<file path="src/rtl/reg_rename_file_if.sv">
// Decoder read/rename and ROB commit signals of the register rename file.
interface reg_rename_file_if #(
    parameter int REG_ID_BIT    = 5,
    parameter int ROB_WIDTH_BIT = 4
);
    logic                     rdy_in;
    logic [REG_ID_BIT-1:0]    rs1_id;
    logic [REG_ID_BIT-1:0]    rs2_id;
    logic [31:0]              rs1_value;
    logic [31:0]              rs2_value;
    logic                     rs1_busy;
    logic                     rs2_busy;
    logic [ROB_WIDTH_BIT-1:0] rs1_tag;
    logic [ROB_WIDTH_BIT-1:0] rs2_tag;
    logic                     rename_en;
    logic [REG_ID_BIT-1:0]    rename_rd;
    logic [ROB_WIDTH_BIT-1:0] rename_rob_id;
    logic                     write_en;
    logic [REG_ID_BIT-1:0]    reg_id;
    logic [ROB_WIDTH_BIT-1:0] rob_id;
    logic [31:0]              value_out;
    logic                     clear_all;

    modport master (
        output rdy_in, rs1_id, rs2_id, rename_en, rename_rd, rename_rob_id,
               write_en, reg_id, rob_id, value_out, clear_all,
        input  rs1_value, rs2_value, rs1_busy, rs2_busy, rs1_tag, rs2_tag
    );

    modport slave (
        input  rdy_in, rs1_id, rs2_id, rename_en, rename_rd, rename_rob_id,
               write_en, reg_id, rob_id, value_out, clear_all,
        output rs1_value, rs2_value, rs1_busy, rs2_busy, rs1_tag, rs2_tag
    );
endinterface

</file>
<file path="src/rtl/reg_rename_file.sv">
// Architectural register file with per-register rename tag, commit-port
// write-back, same-cycle commit bypass on reads, and mispredict flush.
module reg_rename_file #(
    parameter int REG_ID_BIT    = 5,
    parameter int ROB_WIDTH_BIT = 4
) (
    input  logic               clk_in,
    input  logic               rst_in,
    reg_rename_file_if.slave   bus
);
    localparam int NREG = 2 ** REG_ID_BIT;

    typedef struct packed {
        logic [31:0]              value;
        logic                     busy;
        logic [ROB_WIDTH_BIT-1:0] tag;
    } rd_t;

    logic [31:0]              val_q [NREG];
    logic [31:0]              val_d [NREG];
    logic [NREG-1:0]          busy_q;
    logic [NREG-1:0]          busy_d;
    logic [ROB_WIDTH_BIT-1:0] tag_q [NREG];
    logic [ROB_WIDTH_BIT-1:0] tag_d [NREG];

    rd_t rd1;
    rd_t rd2;

    // A commit whose tag still owns the register is forwarded straight to the reader.
    function automatic rd_t rd_port(input logic [REG_ID_BIT-1:0] id);
        rd_t r;
        r.value = val_q[id];
        r.busy  = busy_q[id];
        r.tag   = tag_q[id];
        if (id == '0) begin
            r = '0;
        end else if (bus.write_en && bus.reg_id == id && busy_q[id] &&
                     tag_q[id] == bus.rob_id) begin
            r.value = bus.value_out;
            r.busy  = 1'b0;
        end
        return r;
    endfunction

    always_comb begin
        rd1 = rd_port(bus.rs1_id);
        rd2 = rd_port(bus.rs2_id);
    end

    assign bus.rs1_value = rd1.value;
    assign bus.rs1_busy  = rd1.busy;
    assign bus.rs1_tag   = rd1.tag;
    assign bus.rs2_value = rd2.value;
    assign bus.rs2_busy  = rd2.busy;
    assign bus.rs2_tag   = rd2.tag;

    // Rename is applied after commit so a same-cycle rename owns busy/tag.
    always_comb begin
        val_d  = val_q;
        busy_d = busy_q;
        tag_d  = tag_q;
        if (bus.rdy_in) begin
            if (bus.clear_all) begin
                busy_d = '0;
            end else begin
                if (bus.write_en && bus.reg_id != '0) begin
                    val_d[bus.reg_id] = bus.value_out;
                    if (tag_q[bus.reg_id] == bus.rob_id) begin
                        busy_d[bus.reg_id] = 1'b0;
                    end
                end
                if (bus.rename_en && bus.rename_rd != '0) begin
                    busy_d[bus.rename_rd] = 1'b1;
                    tag_d[bus.rename_rd]  = bus.rename_rob_id;
                end
            end
        end
    end

    always_ff @(posedge clk_in or negedge rst_in) begin
        if (!rst_in) begin
            for (int i = 0; i < NREG; i++) begin
                val_q[i] <= '0;
                tag_q[i] <= '0;
            end
            busy_q <= '0;
        end else begin
            val_q  <= val_d;
            busy_q <= busy_d;
            tag_q  <= tag_d;
        end
    end
endmodule

</file>
<file path="src/flat_wrapper.sv">
// flat-port wrapper written by rule: the top's interface ports become plain ports
module reg_rename_file_flat 
#(
    parameter int REG_ID_BIT    = 5,
    parameter int ROB_WIDTH_BIT = 4
)
  (clk_in, rst_in, bus_rdy_in, bus_rs1_id, bus_rs2_id, bus_rename_en, bus_rename_rd, bus_rename_rob_id, bus_write_en, bus_reg_id, bus_rob_id, bus_value_out, bus_clear_all, bus_rs1_value, bus_rs2_value, bus_rs1_busy, bus_rs2_busy, bus_rs1_tag, bus_rs2_tag);
  reg_rename_file_if #(.REG_ID_BIT(REG_ID_BIT), .ROB_WIDTH_BIT(ROB_WIDTH_BIT)) bus_i ();
  input  logic clk_in;
  input  logic rst_in;
  input wire logic [$bits(bus_i.rdy_in)-1:0] bus_rdy_in;
  input wire logic [$bits(bus_i.rs1_id)-1:0] bus_rs1_id;
  input wire logic [$bits(bus_i.rs2_id)-1:0] bus_rs2_id;
  input wire logic [$bits(bus_i.rename_en)-1:0] bus_rename_en;
  input wire logic [$bits(bus_i.rename_rd)-1:0] bus_rename_rd;
  input wire logic [$bits(bus_i.rename_rob_id)-1:0] bus_rename_rob_id;
  input wire logic [$bits(bus_i.write_en)-1:0] bus_write_en;
  input wire logic [$bits(bus_i.reg_id)-1:0] bus_reg_id;
  input wire logic [$bits(bus_i.rob_id)-1:0] bus_rob_id;
  input wire logic [$bits(bus_i.value_out)-1:0] bus_value_out;
  input wire logic [$bits(bus_i.clear_all)-1:0] bus_clear_all;
  output wire logic [$bits(bus_i.rs1_value)-1:0] bus_rs1_value;
  output wire logic [$bits(bus_i.rs2_value)-1:0] bus_rs2_value;
  output wire logic [$bits(bus_i.rs1_busy)-1:0] bus_rs1_busy;
  output wire logic [$bits(bus_i.rs2_busy)-1:0] bus_rs2_busy;
  output wire logic [$bits(bus_i.rs1_tag)-1:0] bus_rs1_tag;
  output wire logic [$bits(bus_i.rs2_tag)-1:0] bus_rs2_tag;
  assign bus_i.rdy_in = bus_rdy_in;
  assign bus_i.rs1_id = bus_rs1_id;
  assign bus_i.rs2_id = bus_rs2_id;
  assign bus_i.rename_en = bus_rename_en;
  assign bus_i.rename_rd = bus_rename_rd;
  assign bus_i.rename_rob_id = bus_rename_rob_id;
  assign bus_i.write_en = bus_write_en;
  assign bus_i.reg_id = bus_reg_id;
  assign bus_i.rob_id = bus_rob_id;
  assign bus_i.value_out = bus_value_out;
  assign bus_i.clear_all = bus_clear_all;
  assign bus_rs1_value = bus_i.rs1_value;
  assign bus_rs2_value = bus_i.rs2_value;
  assign bus_rs1_busy = bus_i.rs1_busy;
  assign bus_rs2_busy = bus_i.rs2_busy;
  assign bus_rs1_tag = bus_i.rs1_tag;
  assign bus_rs2_tag = bus_i.rs2_tag;
  reg_rename_file #(.REG_ID_BIT(REG_ID_BIT), .ROB_WIDTH_BIT(ROB_WIDTH_BIT)) u_core (.clk_in(clk_in), .rst_in(rst_in), .bus(bus_i));
endmodule
</file>
<file path="config.mk">
export PLATFORM = sky130hd
export DESIGN_NAME = reg_rename_file_flat
export DESIGN_NICKNAME = d
export VERILOG_FILES = /design/src/rtl/reg_rename_file_if.sv /design/src/rtl/reg_rename_file.sv /design/src/flat_wrapper.sv
export SDC_FILE = /design/constraint.sdc
export NUM_CORES = 2
export LEC_CHECK = 0
export ABC_AREA = 0
export ABC_CLOCK_PERIOD_IN_PS = 7800
export CAP_MARGIN = 20
export CORE_MARGIN = 5
export CORE_UTILIZATION = 40
export CTS_BUF_LIST = sky130_fd_sc_hd__clkbuf_8
export DETAILED_ROUTE_END_ITERATION = 10
export PLACE_DENSITY = 0.53
export SYNTH_ARGS = -nofsm -noshare
export SYNTH_HDL_FRONTEND = slang
export SYNTH_SLANG_ARGS = --single-unit
export TNS_END_PERCENT = 100
</file>
<file path="constraint.sdc">
create_clock -name clk_in -period 7.8 [get_ports clk_in]
set_input_delay 1.56 -clock clk_in [delete_from_list [all_inputs] [get_ports clk_in]]
set_output_delay 1.56 -clock clk_in [all_outputs]
set_load 0.005 [all_outputs]
</file>
## Word-level counts from Yosys, hierarchy flattened

Index checks and enable logic that the tools add are counted.

| storage, ports and cells | value |
|---|---|
| output and inout port bits | 74 |
| memory bits (read-only) | 0 |
| memory bits (writable) | 0 |
| memories | 0 |
| latch bits | 0 |
| word-level logic and storage cells | 149 |
| bits in registers | 1184 |

| cells by class | value |
|---|---|
| equal/unequal tests | 5 |
| bitwise gates (word level) | 8 |
| reductions and logical operators | 18 |
| shift operators | 0 |
| multiply operators | 0 |
| divide/modulo/power cells | 0 |
| add/sub/neg operators | 0 |
| magnitude comparators | 12 |
| mux-type cells | 41 |

Operators by type and width:

| cell | count |
|---|---|
| 1024-bit bitwise mux | 1 |
| 32-bit two-way mux | 11 |
| 32-bit binary-select mux with 5-bit select | 2 |
| 32-bit demux with 5-bit select | 1 |
| 33-bit two-way mux | 4 |
| 128-bit bitwise mux | 1 |
| 4-bit binary-select mux with 5-bit select | 3 |
| 4-bit two-way mux | 9 |
| 32-bit bitwise AND | 1 |
| 32-bit inverter | 1 |
| 32-bit bitwise OR | 1 |
| 6-bit greater-or-equal comparator, second input constant | 4 |
| 5-bit by 6-bit less-than comparator with 1-bit output, second input constant | 4 |
| 5-bit inverter with 6-bit output | 4 |
| 4-bit demux with 5-bit select | 1 |
| 4-bit == test | 3 |
| 1-bit logical AND | 12 |
| 6-bit by 1-bit less-than comparator with 1-bit output, second input constant | 2 |
| 1-bit binary-select mux with 5-bit select | 2 |
| 1-bit demux with 5-bit select | 2 |
| 5-bit == test | 2 |
| 5-bit by 1-bit greater-or-equal comparator with 1-bit output, second input constant | 2 |
| 5-bit zero test | 2 |
| 5-bit nonzero test | 2 |
| other kinds (3) | 7 |

## Depth between registers and ports, before layout

| logic depth | value |
|---|---|
| depth after elaboration | 13 |
| depth in mapped cells | 13 |

## Least setup slack after synthesis

No wires, ideal clock.

| timing | value |
|---|---|
| path type | input port to output port |
| start point | in bus_rs1_id[1] |
| end point | out bus_rs1_value[10] |
| required time | 6.240 ns |
| buffers on the path | 5 |
| stages on the path | 12 |
| slack | 2.116 ns |
| arrival time | 4.124 ns |
| cell sequence | buf_2 > buf_6 > buf_2 > mux4_2 > mux4_2 > mux2i_1 > xnor2_1 > nor3_4 > and2_1 > buf_4 > buf_6 > o31ai_1 |

| between the ends | value |
|---|---|
| longest elaborated chain between the ends | 8 |

RTL lines:

| what | line | text |
|---|---|---|
| start, declared | flat_wrapper.sv:12 | `input wire logic [$bits(bus_i.rs1_id)-1:0] bus_rs1_id;` |
| 5-bit inverter with 6-bit output (not written as such) | reg_rename_file.sv:32, reg_rename_file.sv:38 |  |
| 4-bit binary-select mux with 5-bit select | reg_rename_file.sv:38 | `tag_q[id] == bus.rob_id) begin` |
| 4-bit two-way mux (not written as such) (2 in a row) | reg_rename_file.sv:38 |  |
| 4-bit == test | reg_rename_file.sv:38 |  |
| 1-bit logical AND | reg_rename_file.sv:37 | `end else if (bus.write_en && bus.reg_id == id && busy_q[id] &&` |
| 33-bit two-way mux | reg_rename_file.sv:37 |  |
| 33-bit two-way mux * | reg_rename_file.sv:35 | `if (id == '0) begin` |
| end, declared | flat_wrapper.sv:22 | `output wire logic [$bits(bus_i.rs1_value)-1:0] bus_rs1_value;` |

Every way passes the cells marked *; elsewhere a longest branch is shown, timed or not. The select of a mux whose other input is x is not followed.

## Worst setup path in the final report

| timing | value |
|---|---|
| start point | in bus_rs2_id[3] |
| end point | out bus_rs2_value[7] |

| between the ends | value |
|---|---|
| longest elaborated chain between the ends | 8 |

RTL lines:

| what | line | text |
|---|---|---|
| start, declared | flat_wrapper.sv:13 | `input wire logic [$bits(bus_i.rs2_id)-1:0] bus_rs2_id;` |
| 5-bit inverter with 6-bit output (not written as such) | reg_rename_file.sv:32, reg_rename_file.sv:38 |  |
| 4-bit binary-select mux with 5-bit select | reg_rename_file.sv:38 |  |
| 4-bit two-way mux (not written as such) (2 in a row) | reg_rename_file.sv:38 |  |
| 4-bit == test | reg_rename_file.sv:38 |  |
| 1-bit logical AND | reg_rename_file.sv:37 |  |
| 33-bit two-way mux | reg_rename_file.sv:37 |  |
| 33-bit two-way mux * | reg_rename_file.sv:35 |  |
| end, declared | flat_wrapper.sv:23 | `output wire logic [$bits(bus_i.rs2_value)-1:0] bus_rs2_value;` |

Marks and branches as above.

==> results.sh <==
export IMPL_end_kind="output port"
export IMPL_h_tree_depth=4
export IMPL_grt_ovfl_total=0
export IMPL_synth_commonest_cells="1184 x dfrtp_1, 1155 x mux2_2, 737 x mux4_2, 263 x clkbuf_1, 158 x nand2_1"
export IMPL_skew_ns=0.0242
export IMPL_syn2layout_area_growth_pct=12.4
export IMPL_hold_viol=0
export IMPL_first_global_vias=43000
export IMPL_cts_resized=0
export IMPL_yosysTopAreaCell="dfrtp_1"
export IMPL_max_freq_ghz=0.137
export IMPL_synth_compound_area_frac=0.0178
export IMPL_antenna_found_initial=8
export IMPL_fin_nets=4236
export IMPL_dieHeight_um=414
export IMPL_setup_slack_ns=0.523
export IMPL_seqCellArea_mm2=0.0296
export IMPL_critPathKind="primary input to output port"
export IMPL_vdd_drop_max_mv=0.176
export IMPL_die_w_um=414
export IMPL_ys_flop_type="dfrtp_1"
export IMPL_synth_area_leaders="dfrtp_1 45%, mux4_2 25%, mux2_2 20%"
export IMPL_initial_utilization=0.402
export IMPL_cp_arrival_ns=5.72
export IMPL_drv_slew=0
export IMPL_cts_tree="built"
export IMPL_synthAdderAreaFrac=0
export IMPL_synth_cell_types=54
export IMPL_grt_pass1_wl_mm=307
export IMPL_dieArea_mm2=0.172
export IMPL_async_flop_share=1.00
export IMPL_fin_hold_ws_ns=0.392
export IMPL_post_place_ws_ns=0.583
export IMPL_finalSetupViolations=0
export IMPL_pin_count=140
export IMPL_routed_wl_mm=208
export IMPL_start_kind="primary input"
export IMPL_ys_seq_elements=1184
export IMPL_r2r_start="u_core.tag_q[34]"
export IMPL_core_area_mm2=0.163
export IMPL_root_buffer="clkbuf_8"
export IMPL_max_slew_margin_rel=0.226
export IMPL_wire_per_inst_um=32.0
export IMPL_cts_sinks=1184
export IMPL_p_leak_uw=0.0334
export IMPL_drive_gt1_frac=0.548
export IMPL_ys_seq_area_frac=0.453
export IMPL_critPathMaxFanout=17
export IMPL_synth_edf_count=0
export IMPL_synth_simple_area_share=0.0263
export IMPL_first_pass_iters=5
export IMPL_outcome="complete, no violations"
export IMPL_postCtsSetupRepairBufs=0
export IMPL_cp_startpoint="bus_rs2_id[3]"
export IMPL_place_hpwl_mm=112
export IMPL_powerDensity_mw_per_mm2=207
export IMPL_drt_iter0_drc=3224
export IMPL_place_gp_congestion=0.821
export IMPL_synth_fp_nets=4247
export IMPL_cts_buffers=214
export IMPL_drt_vias_per_instance=6.19
export IMPL_rsz0062_at_grt="false"
export IMPL_netlist_instances=4181
export IMPL_worst_pin_slew_ns=1.16
export IMPL_grtUsageTotal=0.242
export IMPL_yosysTopAreaCellShare=0.453
export IMPL_synth_area_mm2=0.0654
export IMPL_clk_latency_ns=0.94
export IMPL_synthMuxAreaShare=0.470
export IMPL_fin_tns_setup_ns=0
export IMPL_row_count=148
export IMPL_fin_crit_sh=0.933
export IMPL_synth_most_common_cell="dfrtp_1"
export IMPL_final_util=0.452
export IMPL_grt_start_max_net_pins=151
export IMPL_multi_input_area_mm2=0.0341
export IMPL_synth_top_family_by_area="multiplexers"
export IMPL_min_path_type="flip-flop to flip-flop"
export IMPL_fill_cells=14600
export IMPL_syn_area_per_cell_um2=15.6
export IMPL_crit_required_ns=6.24
export IMPL_vias=40300
export IMPL_ant_nets=0
export IMPL_synth_xor_area_frac=0.00241
export IMPL_hold_start="u_core.val_q[1007]"
export IMPL_port_buffers=139
export IMPL_drv_cap=0
export IMPL_layout_min_cycle_time_ns=7.28
export IMPL_drc_errors=0
export IMPL_cts_max_path_buffers=3
export IMPL_clk_pin_slew_worst_paths_ns=0.05
export IMPL_postCtsHoldBufs=0
export IMPL_ys_warn_count=0
==> final cells by class <==
| cell class | instances | area share |
|---|---|---|
| tap | 2175 | 0.0370 |
| clock inverter | 103 | 0.00765 |
| clock buffer | 273 | 0.0511 |
| inverter | 5 | 0.000324 |
| sequential | 1184 | 0.403 |
| timing repair buffer | 253 | 0.0370 |
| antenna | 4 | 0.000136 |
| multi-input combinational | 2512 | 0.463 |
==> cell families after synthesis <==
family,count (synthesis)
muxes,2002
xor gates and xnor gates,18
buffers and inverters,485
AOI/OAI and AO/OA,158
DFF,1184
and+or+nand+nor,334
==> flip-flops by register name, indices dropped and copies added (netlist names) <==
name,count
u_core.tag_q,128
u_core.val_q,1024
u_core.busy_q,32
==> layer usage <==
layer	wire (µm)	track usage
met5	11	0
met3	12500	0.0506
met1	88300	0.330
met2	101000	0.393
met4	6390	0.0758
==> worst max-delay path: stages <==
cell	delay, ns
clkdlybuf4s50_1	0.96
nor2b_1	0.78
a22o_1	0.23
o31ai_1	0.12
or3_1	0.38
a21oi_1	0.15
and4_4	0.25
buf_4	0.45
mux2i_1	0.26
clkdlybuf4s50_1	0.54
==> where the power goes <==
group	leakage, µW	internal [µW]	switching, µW
Clock	0.00250	3240	2710
Combinational	0.0147	1250	1010
Sequential	0.0161	6650	373
Total	0.0334	11100	4090
==> path summary, 6_finish.rpt <==
| kind | to | slack, ns | depth (start not counted) |
|---|---|---|---|
| max | bus_rs2_value[7] | 0.52 | 10 |
| min | u_core.val_q[1007] | 0.39 | 0 |
| max reg2reg | u_core.busy_q[12] | 4.16 | 7 |
| min reg2reg | u_core.val_q[1007] | 0.39 | 0 |
| max in group asynchronous | u_core.val_q[599] | 5.42 | 3 |
| min in group asynchronous | u_core.val_q[905] | 0.60 | 1 |
==> cells in the final DEF, fill, tap and decap left out, types with 6 or more instances in the layout <==
cell	instances
xor2_1	8
buf_16	6
mux2i_1	110
nand4_1	9
or3_1	6
nand4b_1	33
nor2b_1	13
and3_1	8
clkdlybuf4s50_1	127
o21ai_0	7
clkinv_2	15
o22ai_1	6
buf_4	85
and3b_1	7
clkbuf_8	274
o311ai_0	27
nand2b_1	10
a22oi_1	37
nand2_1	127
inv_1	78
nor3_1	6
nand3_1	18
mux2_2	1155
buf_12	21
nand2_4	31
xnor2_1	10
mux4_2	737
o31ai_1	34
a21oi_1	24
nor2_1	30
dfrtp_1	1184
==> per-stage QoR <==
step | std cells | area, µm² | total power [µW]
final | 6509 | 73500 | 15200
after CTS | 6496 | 73200 | 15400
after detailed placement | 6120 | 68900 | 9380
after global placement | 6118 | 68900 | 9330
after floorplan | 4181 | 65400 | 8540
after global routing | 6508 | 73500 | 15900
(Power assumes the default switching activity.)
